File: src/rtl/casez_rr_arbiter_if.sv
// Request/grant bundle between the requesters and the round-robin arbiter.
// The master side drives requests; the slave (arbiter) side drives grants.
interface casez_rr_arbiter_if;
  localparam int unsigned N_REQ = 4;
  localparam int unsigned ID_W  = 2;

  logic [N_REQ-1:0] req;
  logic [N_REQ-1:0] gnt;
  logic [ID_W-1:0]  gnt_id;
  logic             gnt_vld;
  logic             timeout;

  modport master (output req, input gnt, gnt_id, gnt_vld, timeout);
  modport slave  (input req, output gnt, gnt_id, gnt_vld, timeout);
endinterface

File: src/rtl/casez_rr_arbiter.sv
// Four-way round-robin arbiter for the shared decode datapath: casez priority on the
// rotated request vector, per-owner hold timeout, and re-arm masking of timed-out requesters.
module casez_rr_arbiter #(
  parameter int unsigned MAX_HOLD = 16
) (
  input logic               clk,
  input logic               rst_n,
  casez_rr_arbiter_if.slave bus
);
  localparam int unsigned N_REQ = 4;
  localparam int unsigned ID_W  = 2;
  localparam int unsigned CNT_W = $clog2(MAX_HOLD + 1);

  typedef enum logic [1:0] {IDLE, BUSY, GAP} state_t;

  state_t             state_q, state_d;
  logic [N_REQ-1:0]   gnt_q, gnt_d;
  logic [ID_W-1:0]    gnt_id_q, gnt_id_d;
  logic               gnt_vld_q, gnt_vld_d;
  logic               timeout_q, timeout_d;
  logic [ID_W-1:0]    ptr_q, ptr_d;
  logic [CNT_W-1:0]   hold_cnt_q, hold_cnt_d;
  logic [N_REQ-1:0]   mask_q, mask_d;

  logic [N_REQ-1:0]   valid_req;
  logic [N_REQ-1:0]   eff_req;
  logic [N_REQ-1:0]   rot;
  logic [ID_W-1:0]    match_pos;
  logic               found;
  logic [ID_W-1:0]    winner;

  // Only a solid 1 is a request; X/Z on a line can never win a grant.
  always_comb begin
    for (int i = 0; i < N_REQ; i++) begin
      valid_req[i] = (bus.req[i] === 1'b1);
    end
    eff_req = valid_req & ~mask_q;
  end

  // Rotate right by ptr, then lowest set bit of the rotated vector wins.
  always_comb begin
    rot = '0;
    for (int j = 0; j < N_REQ; j++) begin
      rot[j] = eff_req[ID_W'(j) + ptr_q];
    end
    found     = 1'b1;
    match_pos = '0;
    casez (rot)
      4'b???1: match_pos = 2'd0;
      4'b??10: match_pos = 2'd1;
      4'b?100: match_pos = 2'd2;
      4'b1000: match_pos = 2'd3;
      default: found = 1'b0;
    endcase
    winner = match_pos + ptr_q;
  end

  // Next-state and registered-output decode.
  always_comb begin
    state_d    = state_q;
    gnt_d      = gnt_q;
    gnt_id_d   = gnt_id_q;
    gnt_vld_d  = gnt_vld_q;
    timeout_d  = 1'b0;
    ptr_d      = ptr_q;
    hold_cnt_d = hold_cnt_q;
    mask_d     = mask_q & valid_req;

    unique case (state_q)
      IDLE: begin
        if (found) begin
          state_d    = BUSY;
          gnt_d      = N_REQ'(1) << winner;
          gnt_id_d   = winner;
          gnt_vld_d  = 1'b1;
          hold_cnt_d = CNT_W'(1);
        end
      end
      BUSY: begin
        if (!valid_req[gnt_id_q]) begin
          state_d    = IDLE;
          gnt_d      = '0;
          gnt_vld_d  = 1'b0;
          ptr_d      = gnt_id_q + ID_W'(1);
          hold_cnt_d = '0;
        end else if (hold_cnt_q == CNT_W'(MAX_HOLD)) begin
          // Forced release: owner must drop req before it may win again.
          state_d          = GAP;
          gnt_d            = '0;
          gnt_vld_d        = 1'b0;
          timeout_d        = 1'b1;
          mask_d[gnt_id_q] = 1'b1;
          ptr_d            = gnt_id_q + ID_W'(1);
          hold_cnt_d       = '0;
        end else begin
          hold_cnt_d = hold_cnt_q + CNT_W'(1);
        end
      end
      GAP: begin
        state_d = IDLE;
      end
      default: begin
        state_d   = IDLE;
        gnt_d     = '0;
        gnt_vld_d = 1'b0;
      end
    endcase
  end

  always_ff @(posedge clk or negedge rst_n) begin
    if (!rst_n) begin
      state_q    <= IDLE;
      gnt_q      <= '0;
      gnt_id_q   <= '0;
      gnt_vld_q  <= 1'b0;
      timeout_q  <= 1'b0;
      ptr_q      <= '0;
      hold_cnt_q <= '0;
      mask_q     <= '0;
    end else begin
      state_q    <= state_d;
      gnt_q      <= gnt_d;
      gnt_id_q   <= gnt_id_d;
      gnt_vld_q  <= gnt_vld_d;
      timeout_q  <= timeout_d;
      ptr_q      <= ptr_d;
      hold_cnt_q <= hold_cnt_d;
      mask_q     <= mask_d;
    end
  end

  assign bus.gnt     = gnt_q;
  assign bus.gnt_id  = gnt_id_q;
  assign bus.gnt_vld = gnt_vld_q;
  assign bus.timeout = timeout_q;
endmodule
File: src/flat_wrapper.sv
// flat-port wrapper written by rule: the top's interface ports become plain ports
module casez_rr_arbiter_flat 
#(
  parameter int unsigned MAX_HOLD = 16
)
  (clk, rst_n, bus_req, bus_gnt, bus_gnt_id, bus_gnt_vld, bus_timeout);
  casez_rr_arbiter_if bus_i ();
  input logic clk;
  input logic rst_n;
  input wire logic [$bits(bus_i.req)-1:0] bus_req;
  output wire logic [$bits(bus_i.gnt)-1:0] bus_gnt;
  output wire logic [$bits(bus_i.gnt_id)-1:0] bus_gnt_id;
  output wire logic [$bits(bus_i.gnt_vld)-1:0] bus_gnt_vld;
  output wire logic [$bits(bus_i.timeout)-1:0] bus_timeout;
  assign bus_i.req = bus_req;
  assign bus_gnt = bus_i.gnt;
  assign bus_gnt_id = bus_i.gnt_id;
  assign bus_gnt_vld = bus_i.gnt_vld;
  assign bus_timeout = bus_i.timeout;
  casez_rr_arbiter #(.MAX_HOLD(MAX_HOLD)) u_core (.clk(clk), .rst_n(rst_n), .bus(bus_i));
endmodule
File: config.mk
export PLATFORM = sky130hd
export DESIGN_NAME = casez_rr_arbiter_flat
export DESIGN_NICKNAME = d
export VERILOG_FILES = /design/src/rtl/casez_rr_arbiter_if.sv /design/src/rtl/casez_rr_arbiter.sv /design/src/flat_wrapper.sv
export SDC_FILE = /design/constraint.sdc
export NUM_CORES = 1
export LEC_CHECK = 0
export BUFFER_PORTS_ARGS = -buffer_cell sky130_fd_sc_hd__buf_2
export CAP_MARGIN = 25
export CORE_UTILIZATION = 33
export DETAILED_ROUTE_END_ITERATION = 10
export SLEW_MARGIN = 15
export SYNTH_ARGS = -nofsm -noshare
export SYNTH_HDL_FRONTEND = slang
export SYNTH_SLANG_ARGS = --single-unit
File: constraint.sdc
create_clock -name clk -period 4.26 [get_ports clk]
set_clock_uncertainty 0.1 [all_clocks]
set_input_delay 0.426 -clock clk [delete_from_list [all_inputs] [get_ports clk]]
set_output_delay 0.426 -clock clk [all_outputs]
set_load 0.01 [all_outputs]
## Word level (Yosys, flattened, before mapping)

Index checks and enable logic that the tools add are counted.

- Word-level logic and storage cells: 86
- Output and inout bits: 8
- Input port bits: 6
- Register bits after elaboration: 21

- Mux-type cells: 38
- Bitwise gates (word level): 5
- Add/subtract/negate cells: 6
- Reductions and logical operators: 9
- Equality and inequality tests: 13
- Magnitude comparators: 6
- Shift operators: 1

Operators with widths:

| cell | count |
|---|---|
| two-way mux 4 bit | 6 |
| < comparator 2 x 3 -> 1 bit (second input constant) | 5 |
| two-way mux 5 bit | 3 |
| two-way mux 1 bit | 13 |
| one-hot mux 4 bit (3 select lines) | 1 |
| binary-select mux 1 bit (select 2 bit) | 5 |
| two-way mux 2 bit | 5 |
| one-hot mux 5 bit (2 select lines) | 1 |
| AND 4 bit | 2 |
| AND reduction 2 bit | 4 |
| one-hot mux 2 bit (3 select lines) | 1 |
| adder 5 x 1 -> 5 bit (second input constant) | 1 |
| == test 5 bit (second input constant) | 1 |
| adder 2 bit (first input constant) | 2 |
| == test 2 bit (second input constant) | 2 |
| == test 4 bit (second input constant) | 1 |
| === test 1 bit (second input constant) | 4 |
| inverter 4 bit | 1 |
| bitwise OR 4 bit | 1 |
| one-hot mux 2 bit (2 select lines) | 1 |
| OR reduction 4 bit | 1 |
| << shifter 1 x 2 -> 4 bit (first input constant) | 1 |
| == test 3 bit (second input constant) | 1 |
| inequality test 3 bit (second input constant) | 1 |
| other kinds (14) | 14 |

## Logic depth before layout (Yosys ltp)

- Depth in word-level cells: 10
- Depth in mapped cells: 9
- Gate-level depth less buffers: 8

## Least setup slack after synthesis

OpenSTA, ideal clock, no wires.

- Path type: reg-to-reg
- Start point: register u_core.mask_q[0]
- End point: register u_core.gnt_q[0], in the netlist u_core.bus.gnt[0]
- Clock period less this slack: 1.968 ns
- Required time: 4.091 ns
- Stages on the path, launching flop included: 9
- Setup time: 0.069 ns
- Data arrival time: 1.799 ns
- Path buffers: 0
- Setup slack: 2.292 ns
- Cells stage by stage: dfrtp_1 and2b_4 nor3_1 a311oi_1 o221ai_1 ha_1 nor3b_1 o21ai_0 nand3_1

- Cells in the longest elaborated chain, start to end: 10
- Elaborated cells between the ends (all ways): 22
- Those cells by class: add/sub: 1; eq/ne: 4; shift: 1; mux: 12; bitwise: 2; reduce/logical: 2

Ends and longest elaborated chain:

| item | RTL line | RTL |
|---|---|---|
| start: declaration | casez_rr_arbiter.sv:23 | `logic [N_REQ-1:0] mask_q, mask_d;` |
| start signal: assignment | casez_rr_arbiter.sv:128 | `mask_q <= mask_d;` |
| inverter 4 bit * | casez_rr_arbiter.sv:37 | `eff_req = valid_req & ~mask_q;` |
| AND 4 bit * | casez_rr_arbiter.sv:37 |  |
| binary-select mux 1 bit (select 2 bit) | casez_rr_arbiter.sv:44 | `rot[j] = eff_req[ID_W'(j) + ptr_q];` |
| two-way mux 1 bit (implied by the code) | casez_rr_arbiter.sv:44 |  |
| == test 4 bit (tied with other cells) | casez_rr_arbiter.sv:48 | `casez (rot)` |
| one-hot mux 2 bit (3 select lines) * | casez_rr_arbiter.sv:48 |  |
| adder 2 bit * | casez_rr_arbiter.sv:55 | `winner = match_pos + ptr_q;` |
| net u_core.winner[0] | casez_rr_arbiter.sv:30 | `logic [ID_W-1:0] winner;` |
| << shifter 1 x 2 -> 4 bit * | casez_rr_arbiter.sv:73 | `gnt_d = N_REQ'(1) << winner;` |
| two-way mux 4 bit * | casez_rr_arbiter.sv:71 | `if (found) begin` |
| one-hot mux 4 bit (3 select lines) * | casez_rr_arbiter.sv:69 | `unique case (state_q)` |
| end signal: assignment | casez_rr_arbiter.sv:122 | `gnt_q <= gnt_d;` |
| end: declaration | casez_rr_arbiter.sv:17 | `logic [N_REQ-1:0] gnt_q, gnt_d;` |

Mark *: on every way through the listed nets, which the timed path passes. The rest lies on a longest branch. The select of a mux whose other input is x is not followed.
A chain may end at the register's enable or synchronous reset.

## Final worst setup path

- Start point: register u_core.mask_q[0]
- End point: register u_core.gnt_q[1], in the netlist u_core.bus.gnt[1]

The elaborated chain is that of the path after synthesis.

==> impl_metrics.toml <==
[critical_path]
required_ns = 4.35
r2r_setup_slack_ns = 2.07
rr_worst_depth = 8
critical_path_class = "flip-flop to flip-flop"
critPathLaunchType = "flip-flop"
end_kind = "flip-flop"
r2r_start = "u_core.mask_q[0]"
rr_endpoint = "u_core.bus.gnt[1]"
crit_arrival_ns = 2.28
cp_max_fo = 6

[cts]
cts_root_buf = "clkbuf_8"
hold_buffers = 0
htree_num_levels = 1
cts_resized = 0
clk_latency_ns = 0.26
clkSinkCount = 21
cts_tree = "yes"
postCtsSetupBuffers = 0
cts_buffers = 3
clock_path_buffers = 2
clk_pin_slew_ns = 0.08

[global_routing]
grt_pass1_vias = 1045
grt.overflow.total = 0
grt_max_degree = 22
antenna_found_initial = 0
grt_pass1_wl_um = 4730
grtUsageTotal_pct = 14.2

[synth]
avgSynthCellArea_um2 = 9.92
synthTopCellsByCount = "21 x dfrtp_1, 12 x nand2_1, 11 x nand3_1"
netlist-cell-type-count = 44
netlist_area_mm2 = 0.00129
synth_nets = 143
async_flop_share_pct = 100
syn_inst = 130
yosys_warnings = 0
yosysTopAreaCellShare_pct = 40.7
synth_most_common_cell = "dfrtp_1"
yosys.area_share.simple_pct = 25.8
yosys-mux-area-fraction_pct = 3.49
synthAdderAreaFrac_pct = 6.79
yosysTopAreaCell = "dfrtp_1"
synth-compound-area-share_pct = 19.9
ys.flop_type = "dfrtp_1"
synth-xor-area-share_pct = 0.679
synth.area.top_cells = "dfrtp_1 41%, ha_1 6.8%, nand3_1 4.3%, o21ai_0 3.5%, nand2_1 3.5%"
synth_top_family_by_area = "simple AND/OR/NAND/NOR gates"
ys_seq_elements = 21
synth_edf_count = 0
ys_seq_area_share_pct = 40.7

[final_layout]
stdcell_count = 192
synthToLayoutAreaGrowth_pct = 12.1
multi_input_area_um2 = 731
antennaDiodeCount = 0
regArea_um2 = 526
drive_above_1_share_pct = 22.2
fillers = 372
nets = 158

[sta]
drv_slew = 0
hold_viol_final = 0
min_period_ns = 2.19
finalCritPeriodShare_pct = 51.3
slew_headroom_pct = 62.5
finalWorstSetupSlack_ns = 2.07
setup_viol = 0
fmax_mhz = 458
worstMarginPinSlew_ns = 0.556
rsz0062_at_grt = "no"
fin_setup_tns_ns = 0

[detailed_routing]
avgViaCountPerCell = 5.38
first_pass_iters = 4
drc = 0
num_vias = 1032
routed_wirelength_um = 2610
drt-initial-drc-count = 15
postRouteAntennaNets = 0
post_drt_wl_per_cell_um = 13.6

[place]
place_congestion = 0.779
dp_hpwl_um = 2020
dp_slack_ns = 2.02
place_inst = 188
port-buffer-count = 13

[die]
initial_core_util_pct = 34.7
die_h_um = 64.5
core_area_mm2 = 0.00372
rows = 22
ios = 14
dieArea_mm2 = 0.00416
die_w_um = 64.5

[power]
p_leak_nw = 0.639
combPwrFrac_pct = 46.5
power_frac_seq_pct = 38.4
p_sw_mw = 0.349
p_per_area_mw_per_mm2 = 582
ir_worst_vdd_mv = 0.237
intPower_mw = 0.492
p_sw_share_pct = 41.5
power.share.clock_pct = 15.1

[run_status]
status = "complete, no violations"

[min_path]
hp-class = "input port to asynchronous set/reset pin"

[run]
drv_cap = 0
-- area by class of cell --
| type | instances | area share, % |
|---|---|---|
| clock buffers | 3 | 2.85 |
| clock inverters | 1 | 0.346 |
| inverters | 5 | 1.30 |
| multi-input cells | 101 | 50.5 |
| flip-flops and latches | 21 | 36.3 |
| well taps | 48 | 4.15 |
| repair buffers | 13 | 4.50 |
-- power groups by stage --
stage,combinational [mW],clock (mW),sequential [mW]
floorplan,0.312,0,0.305
global placement,0.384,0,0.323
detailed placement,0.392,0,0.328
CTS,0.395,0.135,0.323
global route,0.446,0.144,0.333
finish,0.391,0.127,0.323
-- flip-flops by register name, summed over array words and instances, names as in the netlist --
name,count
u_core.bus.gnt,4
u_core.hold_cnt_q,5
u_core.bus.gnt_vld,1
u_core.state_q,2
u_core.bus.gnt_id,2
u_core.mask_q,4
u_core.bus.timeout,1
u_core.ptr_q,2
-- cells in the final DEF, fill, tap and decap left out, types with 2 or more instances in the layout --
cell type,count
buf_2,13
inv_1,5
nor2_1,8
a21oi_1,3
nand2b_1,3
o221ai_1,2
o21ai_0,9
ha_1,7
clkbuf_8,3
nor3_1,6
mux2_2,2
nand3_1,11
a22o_1,4
nor3b_1,2
nor2b_1,3
and2b_4,3
dfrtp_1,21
nand2_1,12
-- worst max-delay path by stage --
| stage | from | to | slack (ns) | depth (start not counted) |
|---|---|---|---|---|
| 5_1_grt | u_core.mask_q[1] | u_core.bus.gnt[0] | 1.90 | 8 |
| 3_3_place_gp | bus_req[1] | u_core.bus.gnt[3] | 2.06 | 9 |
| 3_5_place_dp | bus_req[1] | u_core.bus.gnt[0] | 2.02 | 9 |
| 4_1_cts | u_core.mask_q[0] | u_core.bus.gnt[0] | 2.09 | 8 |
| 6_report | u_core.mask_q[0] | u_core.bus.gnt[1] | 2.07 | 8 |
| 2_1_floorplan | u_core.mask_q[0] | u_core.bus.gnt[0] | 2.29 | 8 |
-- routing by layer --
layer	part of all wire, %	GRT usage [%]	wire length, um
met2	50	24.7	1310
met1	45	17.5	1180
met3	2.6	2.11	69
met4	2.0	5.56	53
met5	0	0	0
-- worst max-delay path, stage by stage (launching register included) --
cell	delay, ns
dfrtp_1	0.40
and2b_4	0.31
nor3_1	0.06
a311oi_1	0.26
o221ai_1	0.15
ha_1	0.37
nor3b_1	0.25
nand3_1	0.12
nand3_1	0.09
-- through the flow --
| step | power, mW | utilization (%) | hold slack, ns | cell area (um^2) |
|---|---|---|---|---|
| after floorplan | 0.617 | - | 0.0304 | 1290 |
| after global placement | 0.707 | 37.7 | 0.305 | 1400 |
| after detailed placement | 0.720 | 37.7 | 0.314 | 1400 |
| after CTS | 0.853 | 38.9 | 0.0278 | 1450 |
| after global routing | 0.924 | 38.9 | 0.0410 | 1450 |
| final | 0.841 | 38.9 | 0.0139 | 1450 |
-- kinds of logic after synthesis --
kind of cell             after synthesis
flip-flops                            21
AO/OA/AOI/OAI                         32
adder cells (fa/ha/maj)                7
buffers and inverters                  8
multiplexers                           3
XOR/XNOR                               1
AND/OR/NAND/NOR                       58
Power figures use the tool's default switching activity.
